**src/rtl/asu_ddr5_pkg.sv**
```systemverilog
// Shared types and constants for the DDR5 write/read data-path CRC blocks.
package asu_ddr5_pkg;

    typedef enum logic [1:0] {
        ST_IDLE   = 2'd0,
        ST_DATA   = 2'd1,
        ST_CRC_LO = 2'd2,
        ST_CRC_HI = 2'd3
    } wr_crc_state_e;

    localparam int CRC_WIDTH = 8;
    localparam logic [CRC_WIDTH-1:0] CRC8_POLY_DEFAULT = 8'h07;

    localparam int BL16_BEATS = 16;
    localparam int BL18_BEATS = 18;

endpackage

```
**src/rtl/asu_ddr5_crc8_step.sv**
```systemverilog
// One-beat CRC-8 update: folds pDQ_WIDTH bits into the CRC, DQ0 first, MSB-first LFSR.
module asu_ddr5_crc8_step
    import asu_ddr5_pkg::*;
#(
    parameter int                   pDQ_WIDTH = 4,
    parameter logic [CRC_WIDTH-1:0] pCRC_POLY = CRC8_POLY_DEFAULT
) (
    input  logic [CRC_WIDTH-1:0] crc_in,
    input  logic [pDQ_WIDTH-1:0] data,
    output logic [CRC_WIDTH-1:0] crc_out
);

    logic [CRC_WIDTH-1:0] crc_tmp;
    logic                 fb;

    // Unrolled serial LFSR; the loop variable is the bit position within the beat.
    always_comb begin
        crc_tmp = crc_in;
        fb      = 1'b0;
        for (int i = 0; i < pDQ_WIDTH; i++) begin
            fb      = crc_tmp[CRC_WIDTH-1] ^ data[i];
            crc_tmp = {crc_tmp[CRC_WIDTH-2:0], 1'b0} ^ (fb ? pCRC_POLY : '0);
        end
        crc_out = crc_tmp;
    end

endmodule

```
**src/rtl/asu_ddr5_write_crc_gen.sv**
```systemverilog
// Frames DDR5 x4 write bursts: passes BL16 data through with one cycle of latency and,
// when phy_CRC_mode is set, appends two CRC-8 beats to make BL18.
module asu_ddr5_write_crc_gen
    import asu_ddr5_pkg::*;
#(
    parameter int                   pDQ_WIDTH  = 4,
    parameter int                   pBURST_LEN = BL16_BEATS,
    parameter logic [CRC_WIDTH-1:0] pCRC_POLY  = CRC8_POLY_DEFAULT,
    parameter logic [CRC_WIDTH-1:0] pCRC_INIT  = 8'h00
) (
    input  logic                 clk_i,
    input  logic                 rst_i,
    input  logic                 crc_mode_i,
    input  logic                 wr_valid_i,
    input  logic [pDQ_WIDTH-1:0] wr_data_i,
    output logic                 wr_ready_o,
    output logic                 dq_valid_o,
    output logic [pDQ_WIDTH-1:0] dq_data_o,
    output logic                 dq_last_o,
    output logic [CRC_WIDTH-1:0] crc_o
);

    localparam int CNT_W = (pBURST_LEN > 1) ? $clog2(pBURST_LEN) : 1;
    localparam logic [CNT_W-1:0] LAST_BEAT = CNT_W'(pBURST_LEN - 1);

    wr_crc_state_e        state_reg, state_next;
    logic [CNT_W-1:0]     cnt_reg, cnt_next;
    logic [CRC_WIDTH-1:0] crc_reg, crc_next;
    logic [CRC_WIDTH-1:0] crc_out_reg, crc_out_next;
    logic                 mode_reg, mode_next;
    logic                 ready_reg, ready_next;
    logic                 dq_valid_reg, dq_valid_next;
    logic                 dq_last_reg, dq_last_next;
    logic [pDQ_WIDTH-1:0] dq_data_reg, dq_data_next;

    logic                 accept;
    logic [CRC_WIDTH-1:0] crc_step_in;
    logic [CRC_WIDTH-1:0] crc_step_out;

    assign accept = wr_valid_i & ready_reg;

    // Beat 0 is folded into a freshly initialised CRC, so no residue survives between bursts.
    assign crc_step_in = (state_reg == ST_IDLE) ? pCRC_INIT : crc_reg;

    asu_ddr5_crc8_step #(
        .pDQ_WIDTH (pDQ_WIDTH),
        .pCRC_POLY (pCRC_POLY)
    ) u_crc_step (
        .crc_in  (crc_step_in),
        .data    (wr_data_i),
        .crc_out (crc_step_out)
    );

    always_comb begin
        state_next    = state_reg;
        cnt_next      = cnt_reg;
        crc_next      = crc_reg;
        crc_out_next  = crc_out_reg;
        mode_next     = mode_reg;
        ready_next    = ready_reg;
        dq_valid_next = 1'b0;
        dq_last_next  = 1'b0;
        dq_data_next  = dq_data_reg;

        case (state_reg)
            ST_IDLE: begin
                if (accept) begin
                    mode_next     = crc_mode_i;
                    cnt_next      = CNT_W'(1);
                    crc_next      = crc_step_out;
                    dq_valid_next = 1'b1;
                    dq_data_next  = wr_data_i;
                    state_next    = ST_DATA;
                end
            end

            ST_DATA: begin
                if (accept) begin
                    crc_next      = crc_step_out;
                    dq_valid_next = 1'b1;
                    dq_data_next  = wr_data_i;
                    if (cnt_reg == LAST_BEAT) begin
                        cnt_next = '0;
                        if (mode_reg) begin
                            ready_next = 1'b0;
                            state_next = ST_CRC_LO;
                        end else begin
                            crc_out_next = crc_step_out;
                            dq_last_next = 1'b1;
                            state_next   = ST_IDLE;
                        end
                    end else begin
                        cnt_next = cnt_reg + CNT_W'(1);
                    end
                end
            end

            ST_CRC_LO: begin
                dq_valid_next = 1'b1;
                dq_data_next  = crc_reg[pDQ_WIDTH-1:0];
                state_next    = ST_CRC_HI;
            end

            ST_CRC_HI: begin
                // Ready is raised here so the next burst can be accepted right after this beat.
                dq_valid_next = 1'b1;
                dq_data_next  = crc_reg[pDQ_WIDTH +: pDQ_WIDTH];
                dq_last_next  = 1'b1;
                crc_out_next  = crc_reg;
                ready_next    = 1'b1;
                state_next    = ST_IDLE;
            end

            default: begin
                state_next = ST_IDLE;
            end
        endcase
    end

    always_ff @(posedge clk_i or negedge rst_i) begin
        if (!rst_i) begin
            state_reg    <= ST_IDLE;
            cnt_reg      <= '0;
            crc_reg      <= pCRC_INIT;
            crc_out_reg  <= '0;
            mode_reg     <= 1'b0;
            ready_reg    <= 1'b1;
            dq_valid_reg <= 1'b0;
            dq_last_reg  <= 1'b0;
            dq_data_reg  <= '0;
        end else begin
            state_reg    <= state_next;
            cnt_reg      <= cnt_next;
            crc_reg      <= crc_next;
            crc_out_reg  <= crc_out_next;
            mode_reg     <= mode_next;
            ready_reg    <= ready_next;
            dq_valid_reg <= dq_valid_next;
            dq_last_reg  <= dq_last_next;
            dq_data_reg  <= dq_data_next;
        end
    end

    assign wr_ready_o = ready_reg;
    assign dq_valid_o = dq_valid_reg;
    assign dq_data_o  = dq_data_reg;
    assign dq_last_o  = dq_last_reg;
    assign crc_o      = crc_out_reg;

endmodule

```
**config.mk**
```make
export PLATFORM = sky130hd
export DESIGN_NAME = asu_ddr5_write_crc_gen
export DESIGN_NICKNAME = d
export VERILOG_FILES = /design/src/rtl/asu_ddr5_pkg.sv /design/src/rtl/asu_ddr5_crc8_step.sv /design/src/rtl/asu_ddr5_write_crc_gen.sv
export SDC_FILE = /design/constraint.sdc
export NUM_CORES = 1
export LEC_CHECK = 0
export CORE_AREA = 2 2 59 61
export DETAILED_ROUTE_END_ITERATION = 8
export DIE_AREA = 0 0 61 63
export MAX_ROUTING_LAYER = met4
export PLACE_DENSITY = 0.83
export SYNTH_ARGS = -nofsm -noshare
export SYNTH_HDL_FRONTEND = slang
export SYNTH_SLANG_ARGS = --single-unit
```
**constraint.sdc**
```tcl
create_clock -name clk_i -period 2.3 [get_ports clk_i]
set_input_delay 0.345 -clock clk_i [delete_from_list [all_inputs] [get_ports clk_i]]
set_output_delay 0.345 -clock clk_i [all_outputs]
set_load 0.02 [all_outputs]
```
==> results of run 1 <==
-- kinds of logic (layout without fill, tap and decap cells) --
kind of cell,after synthesis,count (layout)
AND/OR/NAND/NOR,49,49
AO/OA/AOI/OAI,48,48
flip-flops,30,30
buffers and inverters,17,37
XOR/XNOR,14,14
multiplexers,11,11
adder cells (fa/ha/maj),2,2
-- where the power goes --
part | internal [W] | switching, W | leakage [nW] | total, W
Clock | 0.000110 | 0.000195 | 0.0308 | 0.000305
Sequential | 0.000773 | 0.000281 | 0.364 | 0.00105
Combinational | 0.000710 | 0.000729 | 0.480 | 0.00144
Total | 0.00159 | 0.00120 | 0.874 | 0.00280
-- worst max path at each step --
stage,to,slack [ns]
final,wr_ready_o,0.35
after global routing,crc_o[1],0.29
after CTS,wr_ready_o,0.35
after detailed placement,crc_reg[1],0.38
after global placement,crc_o[1],0.42
after floorplan,crc_o[1],0.60
-- final cells by class --
type / count / area [um^2]
Multi-Input combinational cell: 124 / 823.3
Timing Repair Buffer: 26 / 250.2
Sequential cell: 30 / 752.0
Tap cell: 46 / 57.56
Clock buffer: 5 / 37.54
Clock inverter: 2 / 10.01
Fill cell: 298 / 1286
Inverter: 4 / 15.01
-- per-stage QoR --
step | hold WS (ns) | utilization, % | setup slack, ns | power (W) | instances
finish | 0.3751 | 60.20 | 0.3503 | 0.002798 | 237
global placement | 0.4601 | 58.73 | 0.4231 | 0.002419 | 230
CTS | 0.3846 | 60.20 | 0.3492 | 0.002795 | 237
detailed placement | 0.4650 | 58.73 | 0.3790 | 0.002489 | 230
global route | 0.4023 | 60.20 | 0.2866 | 0.003015 | 237
floorplan | 0.04941 | - | 0.6025 | 0.002033 | 171
-- Yosys cell counts (all sizes together), types with 2 or more instances --
library cell  count
a21oi             6
o211ai            2
nand2            26
nor2              9
mux2i             9
clkbuf            5
xnor2             4
nand3             4
nor3              3
buf               8
a211oi            3
inv               4
xnor3             3
mux2              2
a21o              4
o31ai             2
xor2              7
o21ai            25
dfrtp            29
-- cells in the final DEF, fill, tap and decap left out, types with 2 or more instances in the layout --
cell type        netlist  routed
xor2_1                 7       7
o211ai_1               2       2
a21oi_1                5       5
o31ai_1                2       2
clkdlybuf4s50_1        0      22
mux2i_1                9       9
o21ai_0               25      25
nor2_1                 9       9
xnor2_1                4       4
nand2_1               26      26
a211oi_1               3       3
inv_1                  3       3
clkinv_2               0       2
buf_4                  0       4
a21o_1                 4       4
dfrtp_1               29      29
clkbuf_4               0       5
xnor3_1                3       3
nand3_1                4       4
nor3_1                 3       3
-- routing by layer --
metal	GRT usage (%)	share of wire (%)	wire length (um)
met5	-	0	0
met4	10.05	2.8	102
met3	8.282	8.8	324
met2	32.53	47	1710
met1	28.30	42	1538
==> results.md, run 1 <==
* Status: finished clean
* CP Launch Point: wr_ready_o
* Synth Net Count at between 150 and 200
* Initial Utilization at about half
* Path type of the worst setup path: flip-flop to output pin
* Post-synthesis mux area share at approximately 7%
* Synth Warn # at 0
* CTS clk-pin slew, worst paths at about 0.10 ns
* Number of synthesized flops with an enable pin at 0
* Setup bufs post-CTS at 0
* Total GRT Usage at between 20% and 30%
* Vias in the first global route at around 1,400
* # rows at 21
* GPL Wtd Cong at roughly 0.94
* Final Skew at ~0.011 ns
* Critical path depth at 1
* Max VDD drop at roughly 660 uV
* Pin count of the biggest net entering global routing at 31
* Routed WL at approximately 3.7 mm
* FF-to-FF setup slack at between 0.3 and 0.4 ns
* Final HPWL DP at 2.586 mm
* Clock Tree Root: clkbuf_4
* Register area share after synthesis at 45.39%
* Share of cells above drive strength 1 at 9.424%
* Grt ovf at 0
* Largest family of logic cells by synthesized area: compound AO/OA/AOI/OAI gates
* Cell family with most CP delay: flip-flops
* Max incr delay on CP at between 0.6 and 0.7 ns
* Die width at slightly above 60 um
* Area post-placement at between 1500 and 2000 um^2
* Worst slew margin at about 59%
* Leak pwr at around 0.9 nW
* Worst path slowest cell: dfstp_2
* Pins Over Slew Limit at 0
* Io pins at 23
* Worst min path class: primary input to async pin
* Hold Vio Cnt, Final at 0
* Die height at 63 um
* Average wire per standard cell at 15.51 um
* Mapped Cells at approximately 170
* Crit start category: flip-flop
* Synthesis-to-layout area growth at 17.45%
* Critical path cell sequence: clkdlybuf4s50_1
* Clock sinks at 30
* Resized Gates After CTS at 0
* Drt drc at 0
* DRT iter0 DRCs at 54
* Critical Path RT at 1.96 ns
* Synth area leader: dfrtp_1
* Core area at between 3000 and 4000 um^2
* Final min period at between 1.5 and 2 ns
* Max clock buf depth at 2
* Synth cell types at 40
* CTS tree: built
* Simple-gate portion of the synthesized area at about an eighth
* Initial antenna violation count at 0
* Dominant synthesized flop cell: dfrtp_1
* Power per cell area at around 1400 nW/um^2
* FF-to-FF End: crc_o[1]
* Adder-cell area share of the yosys netlist at under 10%
* CP max FO at 7
* Final ANT Viol Nets at 0
* Max Cap Violations at 0
* Slew at the pin closest to its max-slew limit at 0.6214 ns
* Xor/xnor share of the synthesized area at under 10%
* Vias at roughly 1,400
* Complex-gate fraction of the synthesized area at a little under a fifth
* Worst skew pair latency at between 0.3 and 0.4 ns
* Drt first pass iters at 4
* Antenna Cells at 0
* Syn_area_per_cell at 9.688 um^2
* First-pass GRT wire length at about 6.3 mm
* Area contributors post-synth: dfrtp_1, o21ai_0, nand2_1
* Htree depth at 2
* Synth Register Bits at 30
* Netlist Area Pre-Place at between 1500 and 2000 um^2
* Die area at just under 4000 um^2
* Setup violators final at 0
* Crit path DAT at 1.60 ns
* Fin area at about 1900 um^2
* Input/output buffers at 22
* Maximum clock rate at ~500 MHz
* Worst Path Buf+Inv at 1
* Setup TNS Final at 0 ns
* Worst reg2reg startpoint: cnt_reg[1]
* Final nets at 200
* Top cell type's share of synthesized area at between 40% and 50%
* Unrepaired setup endpoints after global routing: no
* Crit end category: output pin
* Reg2reg path depth at 6
* Via density at about 5.7
* TritonCTS buffer count at 5
* Async set-reset flop share out of synthesis at 100.0%
* Post-CTS Hold Fix Bufs at 0
* Fin crit share at around 85%
(Power assumes the default switching activity.)
==> run 2, diff against run 1 <==
==> constraint.sdc (replaced) <==
create_clock -name clk_i -period 1.8 [get_ports clk_i]
set_input_delay 0.27 -clock clk_i [delete_from_list [all_inputs] [get_ports clk_i]]
set_output_delay 0.27 -clock clk_i [all_outputs]
set_load 0.02 [all_outputs]
==> run 2 against run 1 <==
Hold slack lost 0.072 ns. Total power up 33%. Clock-buffer cell count up 2. Die area did not move. Global-route usage fell by 0.40 points. Critical endpoint is now crc_o[2]. Largest power group unchanged.
==> results.md, run 2 (synthesis gave the netlist of run 1 again) <==
* Average wire per standard cell at around 14 um
* Maximum clock rate at 582.3 MHz
* Core area at 3232 um^2
* Antenna Cells at 0
* Hold Vio Cnt, Final at 0
* Drt drc at 0
* Crit end category: flip-flop
* Worst skew pair latency at 0.34 ns
* Non-filler cells in the finished layout at about 250
* DRT iter0 DRCs at 47
* Area post-placement at a little under 2000 um^2
* CTS tree: built
* Critical Path RT at 2.04 ns
* Crit path DAT at between 1.5 and 2 ns
* GPL Wtd Cong at between 0.8 and 0.9
* Final ANT Viol Nets at 0
* Vias in the first global route at between 1,000 and 1,500
* Synthesis-to-layout area growth at 24.77%
* Final HPWL DP at between 2 and 3 mm
* Total GRT Usage at between 20 and 25%
* Crit start category: flip-flop
* Path type of the worst setup path: flip-flop to flip-flop
* Pin count of the biggest net entering global routing at 31
* Vias at about 1,400
* Setup slack after layout at 0.08267 ns
* Grt ovf at 0
* Initial Utilization at 51.26%
* Routed WL at about 3.6 mm
* Place WS at around 0.0037 ns
* Fin Hold WS at 0.3028 ns
* Placed cells at approximately 240
* Die height at about 63 um
* Final min period at roughly 1.7 ns
* Slew at the pin closest to its max-slew limit at roughly 0.38 ns
* Die area at just under 4000 um^2
* # rows at 21
* Htree depth at 2
* Status: finished clean
* Commonest non-fill, non-tap cells in the layout: dfrtp_1, nand2_1, o21ai_0
* Share of cells above drive strength 1 at 16.02%
* Leak pwr at between 0.9 and 1 nW
* Pins Over Slew Limit at 0
* TritonCTS buffer count at 5
* Power per cell area at ~1800 nW/um^2
* Worst min path class: primary input to async pin
* Setup TNS Final at 0 ns
* Final nets at between 200 and 250
* Fin area at 2067 um^2
* Setup violators final at 0
* Fin crit share at ~95%
* Input/output buffers at 22
* First-pass GRT wire length at between 6 and 7 mm
* Via density at roughly 5.4
* Final Skew at 0.01537 ns
* Commonest non-fill, non-tap cell in the layout: dfrtp_1
* Die width at 61 um
* Io pins at 23
* Clock sinks at 30
* Drt first pass iters at 4
* Max clock buf depth at 2
* Post-CTS Hold Fix Bufs at 0
* Worst slew margin at 74.48%
* CP max FO at 8
* Max Cap Violations at 0
* Initial antenna violation count at 0
* Clock Tree Root: clkbuf_4
* CTS clk-pin slew, worst paths at around 0.1 ns
* Max VDD drop at approximately 820 uV
run 2: changes by cell type in the layout (fill, tap and decap cells not counted), sizes merged:
cell and change:
clkbuf +2, clkinv -1, clkdlybuf4s50 -1, buf +14, dlygate4sd2 +1
run 2: layout make-up:
cell class                      instances  area (um^2)
Sequential cell                        30        752.0
Inverter                                4        15.01
Multi-Input combinational cell        124        828.3
Clock buffer                            7        55.05
Fill cell                             263         1165
Timing Repair Buffer                   40        354.1
Clock inverter                          1        5.005
Tap cell                               46        57.56
run 2: through the flow:
step,utilization [%],power (W)
after floorplan,-,0.002598
after CTS,63.14,0.003676
after global routing,63.96,0.004027
final,63.96,0.003718
after detailed placement,61.29,0.003252
after global placement,61.29,0.003164
run 2: path summary, 6_finish.rpt:
kind / startpoint / slack [ns] / cells past startpoint / end
hold / removal: rst_i / 0.30 / 2 / mode_reg
max in group asynchronous: rst_i / 1.19 / 2 / wr_ready_o
setup reg to reg: cnt_reg[1] / 0.08 / 5 / crc_o[2]
min in group clk_i: dq_data_o[0] / 0.49 / 1 / dq_data_o[0]
hold reg to reg: dq_data_o[0] / 0.49 / 1 / dq_data_o[0]
setup / recovery: cnt_reg[1] / 0.08 / 5 / crc_o[2]
run 2: power by group:
group | switching (W) | total, W | internal, W
combinational | 0.000981 | 0.00198 | 0.000998
clock | 0.000231 | 0.000420 | 0.000189
sequential | 0.000329 | 0.00132 | 0.000989
total | 0.00154 | 0.00372 | 0.00218
run 2: repair_timing:
item                                    CTS  global route
cloned                                    0             0
endpoints found under the setup margin    3             4
gates resized for setup                   2             1
setup buffers                             0             3
hold endpoints to repair                  0             0
run 2: critical path, stage by stage, from the launching register on:
cell and delay (ns):
dfrtp_1 0.40, ha_1 0.24, and3_4 0.25, a41oi_4 0.17
or3_1 0.36, o211ai_1 0.19
run 2: per-layer routing:
layer	GRT usage, %	part of all wire [%]
met4	7.609	2.0
met2	32.66	47
met3	6.211	3.8
met5	-	0
met1	29.51	47
